===== src/rtl/usb_txn_scheduler.sv =====
// USB transaction scheduler: round-robin write/read arbitration and packet
// sequencing (token, data, handshake, retries) toward the bitstream encoder.
module usb_txn_scheduler #(
    parameter int MAX_RETRY = 3,
    parameter int TIMEOUT   = 255
) (
    input  logic        clk,
    input  logic        rst_L,
    input  logic        wr_req,
    input  logic [6:0]  wr_addr,
    input  logic [3:0]  wr_endp,
    input  logic [63:0] wr_data,
    output logic        wr_gnt,
    output logic        wr_done,
    output logic        wr_err,
    input  logic        rd_req,
    input  logic [6:0]  rd_addr,
    input  logic [3:0]  rd_endp,
    output logic        rd_gnt,
    output logic        rd_done,
    output logic        rd_err,
    output logic [63:0] rd_data,
    output logic        pktready,
    output logic [3:0]  pid,
    output logic [6:0]  addr,
    output logic [3:0]  endp,
    output logic [63:0] data,
    input  logic        gotpkt,
    input  logic        sending,
    input  logic        rx_valid,
    input  logic [3:0]  rx_pid,
    input  logic [63:0] rx_data,
    output logic        busy
);
    localparam int TW = (TIMEOUT > 0) ? $clog2(TIMEOUT + 1) : 1;
    localparam int RW = (MAX_RETRY > 0) ? $clog2(MAX_RETRY + 1) : 1;

    localparam logic [3:0] PID_OUT   = 4'b0001;
    localparam logic [3:0] PID_IN    = 4'b1001;
    localparam logic [3:0] PID_DATA0 = 4'b0011;
    localparam logic [3:0] PID_ACK   = 4'b0010;
    localparam logic [3:0] PID_NAK   = 4'b1010;

    typedef enum logic [3:0] {
        S_IDLE, S_TOKEN, S_TOKEN_WAIT, S_DATA, S_DATA_WAIT, S_WAIT_HS,
        S_WAIT_RX, S_SEND_ACK, S_ACK_WAIT, S_RETRY, S_DONE
    } state_t;

    state_t        state_q;
    logic          is_rd_q, last_rd_q, seen_q;
    logic [6:0]    cap_addr_q;
    logic [3:0]    cap_endp_q;
    logic [63:0]   cap_data_q, rx_buf_q;
    logic [TW-1:0] timer_q;
    logic [RW-1:0] retry_q;
    logic          wr_done_q, wr_err_q, rd_done_q, rd_err_q, busy_q, pktready_q;
    logic [63:0]   rd_data_q, data_q;
    logic [3:0]    pid_q, endp_q;
    logic [6:0]    addr_q;
    logic          pick_wr_s, pick_rd_s, timeout_s;

    // On contention the requester that did not win last time is picked.
    assign pick_wr_s = wr_req & (~rd_req | last_rd_q);
    assign pick_rd_s = rd_req & (~wr_req | ~last_rd_q);
    assign wr_gnt    = rst_L & (state_q == S_IDLE) & pick_wr_s;
    assign rd_gnt    = rst_L & (state_q == S_IDLE) & pick_rd_s;
    assign timeout_s = (timer_q == TW'(TIMEOUT));

    assign wr_done  = wr_done_q;
    assign wr_err   = wr_err_q;
    assign rd_done  = rd_done_q;
    assign rd_err   = rd_err_q;
    assign rd_data  = rd_data_q;
    assign pktready = pktready_q;
    assign pid      = pid_q;
    assign addr     = addr_q;
    assign endp     = endp_q;
    assign data     = data_q;
    assign busy     = busy_q;

    // Transaction sequencer with registered encoder fields and status pulses.
    always_ff @(posedge clk) begin
        if (!rst_L) begin
            state_q    <= S_IDLE;
            is_rd_q    <= 1'b0;
            last_rd_q  <= 1'b1;
            seen_q     <= 1'b0;
            cap_addr_q <= 7'd0;
            cap_endp_q <= 4'd0;
            cap_data_q <= 64'd0;
            rx_buf_q   <= 64'd0;
            timer_q    <= '0;
            retry_q    <= '0;
            wr_done_q  <= 1'b0;
            wr_err_q   <= 1'b0;
            rd_done_q  <= 1'b0;
            rd_err_q   <= 1'b0;
            rd_data_q  <= 64'd0;
            busy_q     <= 1'b0;
            pktready_q <= 1'b0;
            pid_q      <= 4'd0;
            addr_q     <= 7'd0;
            endp_q     <= 4'd0;
            data_q     <= 64'd0;
        end else begin
            wr_done_q <= 1'b0;
            wr_err_q  <= 1'b0;
            rd_done_q <= 1'b0;
            rd_err_q  <= 1'b0;
            case (state_q)
                S_IDLE: begin
                    if (pick_wr_s || pick_rd_s) begin
                        is_rd_q    <= pick_rd_s;
                        last_rd_q  <= pick_rd_s;
                        cap_addr_q <= pick_rd_s ? rd_addr : wr_addr;
                        cap_endp_q <= pick_rd_s ? rd_endp : wr_endp;
                        cap_data_q <= wr_data;
                        retry_q    <= '0;
                        pktready_q <= 1'b1;
                        pid_q      <= pick_rd_s ? PID_IN : PID_OUT;
                        addr_q     <= pick_rd_s ? rd_addr : wr_addr;
                        endp_q     <= pick_rd_s ? rd_endp : wr_endp;
                        busy_q     <= 1'b1;
                        state_q    <= S_TOKEN;
                    end
                end
                S_TOKEN, S_DATA, S_SEND_ACK: begin
                    if (gotpkt) begin
                        pktready_q <= 1'b0;
                        seen_q     <= 1'b0;
                        state_q    <= (state_q == S_TOKEN) ? S_TOKEN_WAIT :
                                      (state_q == S_DATA)  ? S_DATA_WAIT  : S_ACK_WAIT;
                    end
                end
                S_TOKEN_WAIT, S_DATA_WAIT, S_ACK_WAIT: begin
                    if (sending) begin
                        seen_q <= 1'b1;
                    end else if (seen_q) begin
                        timer_q <= '0;
                        if (state_q == S_ACK_WAIT) begin
                            rd_done_q <= 1'b1;
                            rd_data_q <= rx_buf_q;
                            state_q   <= S_DONE;
                        end else if (state_q == S_DATA_WAIT) begin
                            state_q <= S_WAIT_HS;
                        end else if (is_rd_q) begin
                            state_q <= S_WAIT_RX;
                        end else begin
                            pktready_q <= 1'b1;
                            pid_q      <= PID_DATA0;
                            data_q     <= cap_data_q;
                            state_q    <= S_DATA;
                        end
                    end
                end
                S_WAIT_HS, S_WAIT_RX: begin
                    // A valid packet in the same cycle as the timeout takes priority.
                    if (rx_valid && state_q == S_WAIT_HS && rx_pid == PID_ACK) begin
                        wr_done_q <= 1'b1;
                        state_q   <= S_DONE;
                    end else if (rx_valid && state_q == S_WAIT_RX && rx_pid == PID_DATA0) begin
                        rx_buf_q   <= rx_data;
                        pktready_q <= 1'b1;
                        pid_q      <= PID_ACK;
                        addr_q     <= 7'd0;
                        endp_q     <= 4'd0;
                        data_q     <= 64'd0;
                        state_q    <= S_SEND_ACK;
                    end else if ((rx_valid && rx_pid == PID_NAK) || timeout_s) begin
                        state_q <= S_RETRY;
                    end else begin
                        timer_q <= timer_q + TW'(1);
                    end
                end
                S_RETRY: begin
                    if (retry_q < RW'(MAX_RETRY)) begin
                        retry_q    <= retry_q + RW'(1);
                        pktready_q <= 1'b1;
                        pid_q      <= is_rd_q ? PID_IN : PID_OUT;
                        addr_q     <= cap_addr_q;
                        endp_q     <= cap_endp_q;
                        state_q    <= S_TOKEN;
                    end else begin
                        wr_done_q <= ~is_rd_q;
                        wr_err_q  <= ~is_rd_q;
                        rd_done_q <= is_rd_q;
                        rd_err_q  <= is_rd_q;
                        state_q   <= S_DONE;
                    end
                end
                S_DONE: begin
                    busy_q  <= 1'b0;
                    state_q <= S_IDLE;
                end
                default: begin
                    pktready_q <= 1'b0;
                    busy_q     <= 1'b0;
                    state_q    <= S_IDLE;
                end
            endcase
        end
    end
endmodule


===== config.mk =====
export PLATFORM = sky130hd
export DESIGN_NAME = usb_txn_scheduler
export DESIGN_NICKNAME = d
export VERILOG_FILES = /design/src/rtl/usb_txn_scheduler.sv
export SDC_FILE = /design/constraint.sdc
export NUM_CORES = 1
export LEC_CHECK = 0
export ABC_AREA = 0
export CORE_ASPECT_RATIO = 0.75
export CORE_MARGIN = 3
export CORE_UTILIZATION = 30
export DETAILED_ROUTE_END_ITERATION = 10
export PLACE_DENSITY = 0.5
export SLEW_MARGIN = 20
export SYNTH_ARGS = -nofsm -noshare
export SYNTH_HDL_FRONTEND = slang
export SYNTH_SLANG_ARGS = --single-unit

===== constraint.sdc =====
create_clock -name clk -period 6.35 [get_ports clk]
set_clock_uncertainty 0.05 [all_clocks]
set_input_delay 1.5875 -clock clk [delete_from_list [all_inputs] [get_ports clk]]
set_output_delay 1.5875 -clock clk [all_outputs]
set_load 0.01 [all_outputs]

==> summary.txt, run 1 <==
Synthesis
  – Yosys reg bits: 304
  – Ys async rst share: 0
  – Syn nets: 1597
  – Cell accounting for the most synthesized area: dfxtp_1
  – Number of synthesized flops with an enable pin: 0
  – Post-synth top flop: dfxtp_1
  – Sequential share of the synthesized area: 0.4856
  – Distinct cells, synth: 71
  – Synth Instances: 1434
  – Main area contributors after synthesis: dfxtp_1 49%, nand2_1 15%, a21boi_1 7.1%
  – Count leader, synth: nand2_1
  – Synthesized area per cell: 8.740 µm²
  – Top cell type's share of synthesized area: 0.4856
  – Syn. warnings: 0
  – Post-Syn Area: between 10000 and 15000 µm²
  – Top post-synthesis cells by count: 491 x nand2_1, 304 x dfxtp_1, 119 x a21boi_1

Power
  – Power Density: 351.9 nW/µm²
  – Total power: 6026 µW
  – Max VDD drop: 153.7 µV
  – Leakage: 0.006374 µW

Drt
  – Vias/cell: roughly 4.7
  – DRC errors left: 0
  – DR pass1 iterations: 5
  – DRT iter0 DRCs: 492
  – DRT Wirelength: 37220 µm
  – DR WL/cell: 16.46 µm
  – Antenna viol nets, final: 0
  – Via total after detailed routing: approximately 11000

Timing
  – Final hold violation count: 0
  – Final min period: approximately 5 ns
  – Pins Over Slew Limit: 0
  – Post-route clock period utilization: 0.7911
  – Slew headroom: 0.1816
  – Slew @ Worst Pin: 1.228 ns
  – Final worst-path setup slack: between 1 and 1.5 ns
  – RSZ-0062 raised after global routing: no
  – Setup Total Neg Slack: 0 ns
  – Finish-stage setup viols: 0
  – Achievable Freq: 0.1991 GHz
  – WHS: between 0.3 and 0.4 ns

Final layout
  – Final #Nets: approximately 1800
  – Filler instances: 4155
  – Layout area overhead: 36.62%
  – Fraction of layout cells with a size suffix above 1: 0.05827

Die
  – Die height: ~180 µm
  – Die width: roughly 240 µm
  – Row Count: 64
  – Core Area: 41000 µm²
  – Initial Util: 0.3057
  – Ports: 312
  – Die area: 44290 µm²

GRT
  – Vias in the first global route: approximately 10000
  – Antenna violations before repair: 2
  – GR Overflow Total: 0
  – Largest net degree at the start of global routing: 269
  – First-pass GRT wire length: slightly below 60000 µm
  – GRT Total Usage: 0.1631

Worst setup path
  – Worst path top cell family by delay: buffers and inverters
  – Required time of the critical path: approximately 4.7 ns
  – Worst path bufs/invs: 3
  – CP most frequent cell: clkdlybuf4s50_1
  – CP cell instances: clkdlybuf4s50_1 -> a21boi_1 -> buf_4 -> and3_1 -> clkdlybuf4s50_1
  – Worst stage delay on the critical path: 0.62 ns
  – Slowest-stage cell, CP: clkdlybuf4s50_1
  – Crit start category: input pin
  – Crit Path Max Fanout: 13
  – Worst endpoint data arrival time: about 3.4 ns
  – Crit Path Class: in -> out
  – Critical Path End Type: primary output

CTS
  – Number of H-tree levels: 2
  – Clock Sinks: 304
  – Worst skew pair latency: 0.51 ns
  – CTS tree: yes
  – CTS resizes: 0
  – Longest Clk Path Bufs: 3
  – CTS clk-pin slew, worst paths: 0.06 ns
  – Cts hold-fix bufs: 0
  – Post-CTS setup buffer count: 0
  – CTS Buf Count: 35
  – Root Buffer: clkbuf_16

Hold path
  – Worst hold path type: reg -> reg

Status
  – Outcome: finished clean

Placed design
  – Dpl ws: 1.314 ns
  – IO Port Bufs: 310
  – Post-DP HPWL: approximately 24000 µm
  – RePlAce Congestion: 0.7817

Run
  – Max-cap violations: 0
-- cell usage in the layout, fill, tap and decap left out, types with 4 or more instances in the layout --
| cell type | count |
|---|---|
| mux2i_1 | 81 |
| clkdlybuf4s50_1 | 309 |
| clkinv_2 | 5 |
| o311a_1 | 13 |
| bufinv_16 | 4 |
| clkbuf_16 | 35 |
| o21bai_1 | 11 |
| clkbuf_1 | 6 |
| nor2_1 | 11 |
| o21ai_0 | 18 |
| nand2_1 | 491 |
| o31ai_1 | 4 |
| a21oi_1 | 6 |
| clkbuf_8 | 8 |
| buf_4 | 12 |
| a21boi_0 | 74 |
| nand3_1 | 69 |
| a21boi_1 | 119 |
| nor2b_1 | 5 |
| inv_1 | 7 |
| nand3b_1 | 4 |
| dfxtp_1 | 304 |
| nand2b_1 | 5 |
| o211a_1 | 12 |
-- registers in the layout, summed over array words and instances (netlist names) --
signal      flops
cap_endp_q      4
is_rd_q         1
rd_done         1
seen_q          1
cap_data_q     64
pktready        1
endp            4
rd_data        64
last_rd_q       1
timer_q         8
rx_buf_q       64
wr_done         1
cap_addr_q      7
data           64
addr            7
wr_err          1
busy            1
rd_err          1
retry_q         2
state_q         4
pid             3
-- metal layers --
metal,up-vias,part of all wire,global-route usage
met1,5018,0.48,0.2205
met4,2,0.014,0.03484
li1,5308,-,-
met2,233,0.45,0.2657
met3,44,0.055,0.04005
met5,-,0.00030,0
-- worst paths after layout --
kind / from / cells past startpoint / slack (ns) / to
worst max-delay path: rd_req / 5 / 1.33 / rd_gnt
worst min-delay path: rx_buf_q[5] / 2 / 0.40 / rx_buf_q[5]
worst max register to register: state_q[0] / 5 / 3.25 / endp[1]
worst min register to register: rx_buf_q[5] / 2 / 0.40 / rx_buf_q[5]
-- power by group --
part | total (µW) | internal, µW | switching, µW
sequential | 2260 | 2140 | 116
clock | 2100 | 1270 | 820
combinational | 1670 | 752 | 922
-- per-stage QoR --
step           std cells  utilization  area, µm²
3_5_place_dp        2198       0.3886      15930
6_report            2261       0.4176      17120
5_1_grt             2261       0.4176      17120
4_1_cts             2260       0.4176      17120
3_3_place_gp        2197       0.3879      15910
2_1_floorplan       1434            -      12530
-- cell type report --
type | instances | area, µm² | share of cell area
diodes | 1 | 2.502 | 0.0001461
clock buffers | 49 | 1008 | 0.05890
clock inverters | 13 | 178.9 | 0.01045
inverters | 7 | 26.28 | 0.001535
multi-input cells | 1001 | 5853 | 0.3418
flip-flops and latches | 304 | 6086 | 0.3554
well taps | 561 | 701.9 | 0.04099
repair buffers | 325 | 3266 | 0.1907
-- kinds of logic (layout without fill, tap and decap cells) --
logic type	count (synthesis)	after routing	synth area share
buf+inv	129	394	0.05241
other cells	1	2	0.0002992
compound gates	294	294	0.1832
xor+xnor	2	2	0.001398
fa+ha+maj	2	2	0.001996
simple gates	621	621	0.2104
mux	81	81	0.06469
flops	304	304	0.4856
-- tightest hold or removal path: cells and delay by family, from the launching register on --
family	cells	cell delay, ns
flip-flops	1	0.31
AND/OR/NAND/NOR	1	0.05
AO/OA/AOI/OAI	1	0.05
No activity file was read; power rests on OpenSTA's default activity.
==> run 2: changes to the inputs <==
Clock period 6.35 ns to 5.2 ns, I/O delays scaled along.
==> summary.txt, run 2 (synthesis gave the netlist of run 1 again) <==
Status
  – Outcome: finished clean

Worst setup path
  – Worst stage delay on the critical path: 0.61 ns
  – Required time of the critical path: 3.85 ns
  – Critical Path End Type: primary output
  – Crit Path Max Fanout: 6
  – Worst endpoint data arrival time: around 2.9 ns
  – Crit start category: input pin
  – CP cell instances: clkdlybuf4s50_1 -> a21boi_1 -> and3_1 -> clkdlybuf4s50_1
  – CP most frequent cell: clkdlybuf4s50_1
  – Slowest-stage cell, CP: clkdlybuf4s50_1
  – Worst path top cell family by delay: buffers and inverters
  – Worst path bufs/invs: 2
  – Crit Path Class: in -> out

Timing
  – Slew headroom: 0.2704
  – Post-route clock period utilization: 0.8124
  – RSZ-0062 raised after global routing: no
  – Pins Over Slew Limit: 0
  – Achievable Freq: between 0.2 and 0.25 GHz
  – Final min period: 4.225 ns
  – Slew @ Worst Pin: 1.094 ns
  – Finish-stage setup viols: 0
  – Final hold violation count: 0
  – Setup Total Neg Slack: 0 ns

Final layout
  – Most common cell after layout, fill and taps aside: nand2_1
  – Seq. cell area: around 6100 µm²
  – Filler instances: 4156
  – Layout area overhead: 36.62%
  – Fraction of layout cells with a size suffix above 1: 0.05872
  – Final #Nets: 1839
  – Finished Core Util: 0.4176
  – Most frequent cells in the layout: 491 x nand2_1, 309 x clkdlybuf4s50_1, 304 x dfxtp_1, 119 x a21boi_1, 81 x mux2i_1
  – Area of the multi-input gates: 5849 µm²

GRT
  – Antenna violations before repair: 5
  – GRT Total Usage: 0.1649
  – Met2 Use GR: 0.2606
  – Vias in the first global route: 10365
  – First-pass GRT wire length: 58880 µm
  – Met3 usage: 0.04180
  – Met1 Use GR: 0.2222
  – GRT Max-Usage Layer: met2
  – GR Overflow Total: 0
  – Largest net degree at the start of global routing: 110

CTS
  – Number of H-tree levels: 2
  – Worst skew pair latency: 0.53 ns
  – CTS Buf Count: 36
  – Clock Sinks: 304
  – Longest Clk Path Bufs: 3
  – CTS clk-pin slew, worst paths: 0.06 ns
  – CTS tree: yes
  – Cts hold-fix bufs: 0
  – CTS resizes: 0
  – Post-CTS setup buffer count: 0
  – Root Buffer: clkbuf_16

Drt
  – Vias/cell: 4.657
  – Via total after detailed routing: 10562
  – DRC errors left: 0
  – DR WL/cell: 16.58 µm
  – Antenna viol nets, final: 0
  – DRT iter0 DRCs: 582
  – DRT Wirelength: roughly 38000 µm
  – DR pass1 iterations: 5

Power
  – Max VDD drop: approximately 220 µV
  – Power Density: 428.1 nW/µm²
  – Leakage: 0.006369 µW

Run
  – Max-cap violations: 0

Placed design
  – Post-DP HPWL: between 20000 and 25000 µm
  – IO Port Bufs: 310
  – RePlAce Congestion: 0.7773

Die
  – Die width: between 200 and 250 µm
  – Die area: 44290 µm²
  – Row Count: 64
  – Core Area: roughly 41000 µm²
  – Die height: 183.0 µm
  – Initial Util: 0.3057
  – Ports: 312

Hold path
  – Worst hold path type: reg -> reg
[run 2: cell count changes in the layout (fill, tap and decap cells not counted), moves of 2 or more]
| cell | change |
|---|---|
| buf_4 | +2 |
| clkbuf_1 | +3 |
| clkbuf_16 | +2 |
| clkbuf_8 | -2 |
| diode_2 | +3 |
[run 2: tightest hold or removal path: cells and delay by family (launching register included)]
| family | cells | cell delay (ns) |
|---|---|---|
| simple gates | 1 | 0.05 |
| compound gates | 1 | 0.05 |
| flops | 1 | 0.31 |
[run 2: final timing paths]
check,startpoint,to,slack (ns),cells past startpoint
max,rd_req,rd_gnt,0.98,4
max reg2reg,state_q[1],data[54],1.92,5
min reg2reg,rx_buf_q[52],rd_data[52],0.39,2
min,rx_buf_q[52],rd_data[52],0.39,2
[run 2: final cells by class]
class | count | area share
Sequential cell | 304 | 0.3554
Multi-Input combinational cell | 1001 | 0.3416
Timing Repair Buffer | 326 | 0.1900
Clock buffer | 52 | 0.06087
Tap cell | 561 | 0.04099
Clock inverter | 13 | 0.008988
Inverter | 7 | 0.001535
Antenna cell | 4 | 0.0005846
[run 2: report_power, final]
group | switching, µW | internal, µW
Sequential | 177 | 2610
Clock | 1000 | 1550
Combinational | 1090 | 900
Total | 2270 | 5060
[run 2: routing by layer]
metal | wire [µm] | vias to the layer above | share of wire
met5 | 8 | - | 0.00021
met3 | 2091 | 59 | 0.056
met1 | 17830 | 4963 | 0.47
met2 | 16590 | 229 | 0.44
li1 | - | 5309 | -
met4 | 1079 | 2 | 0.029
[run 2: stage by stage]
stage               area (µm²)  power (µW)  setup slack, ns  hold WS (ns)  cells
floorplan                12530        4196            1.528        0.3810   1434
global placement         15920        4847            1.026        0.3831   2199
detailed placement       15920        4870           0.9742        0.3920   2199
CTS                      17110        7486           0.9733        0.3993   2264
global route             17120        7773           0.9526        0.4104   2268
finish                   17120        7331           0.9753        0.3878   2268
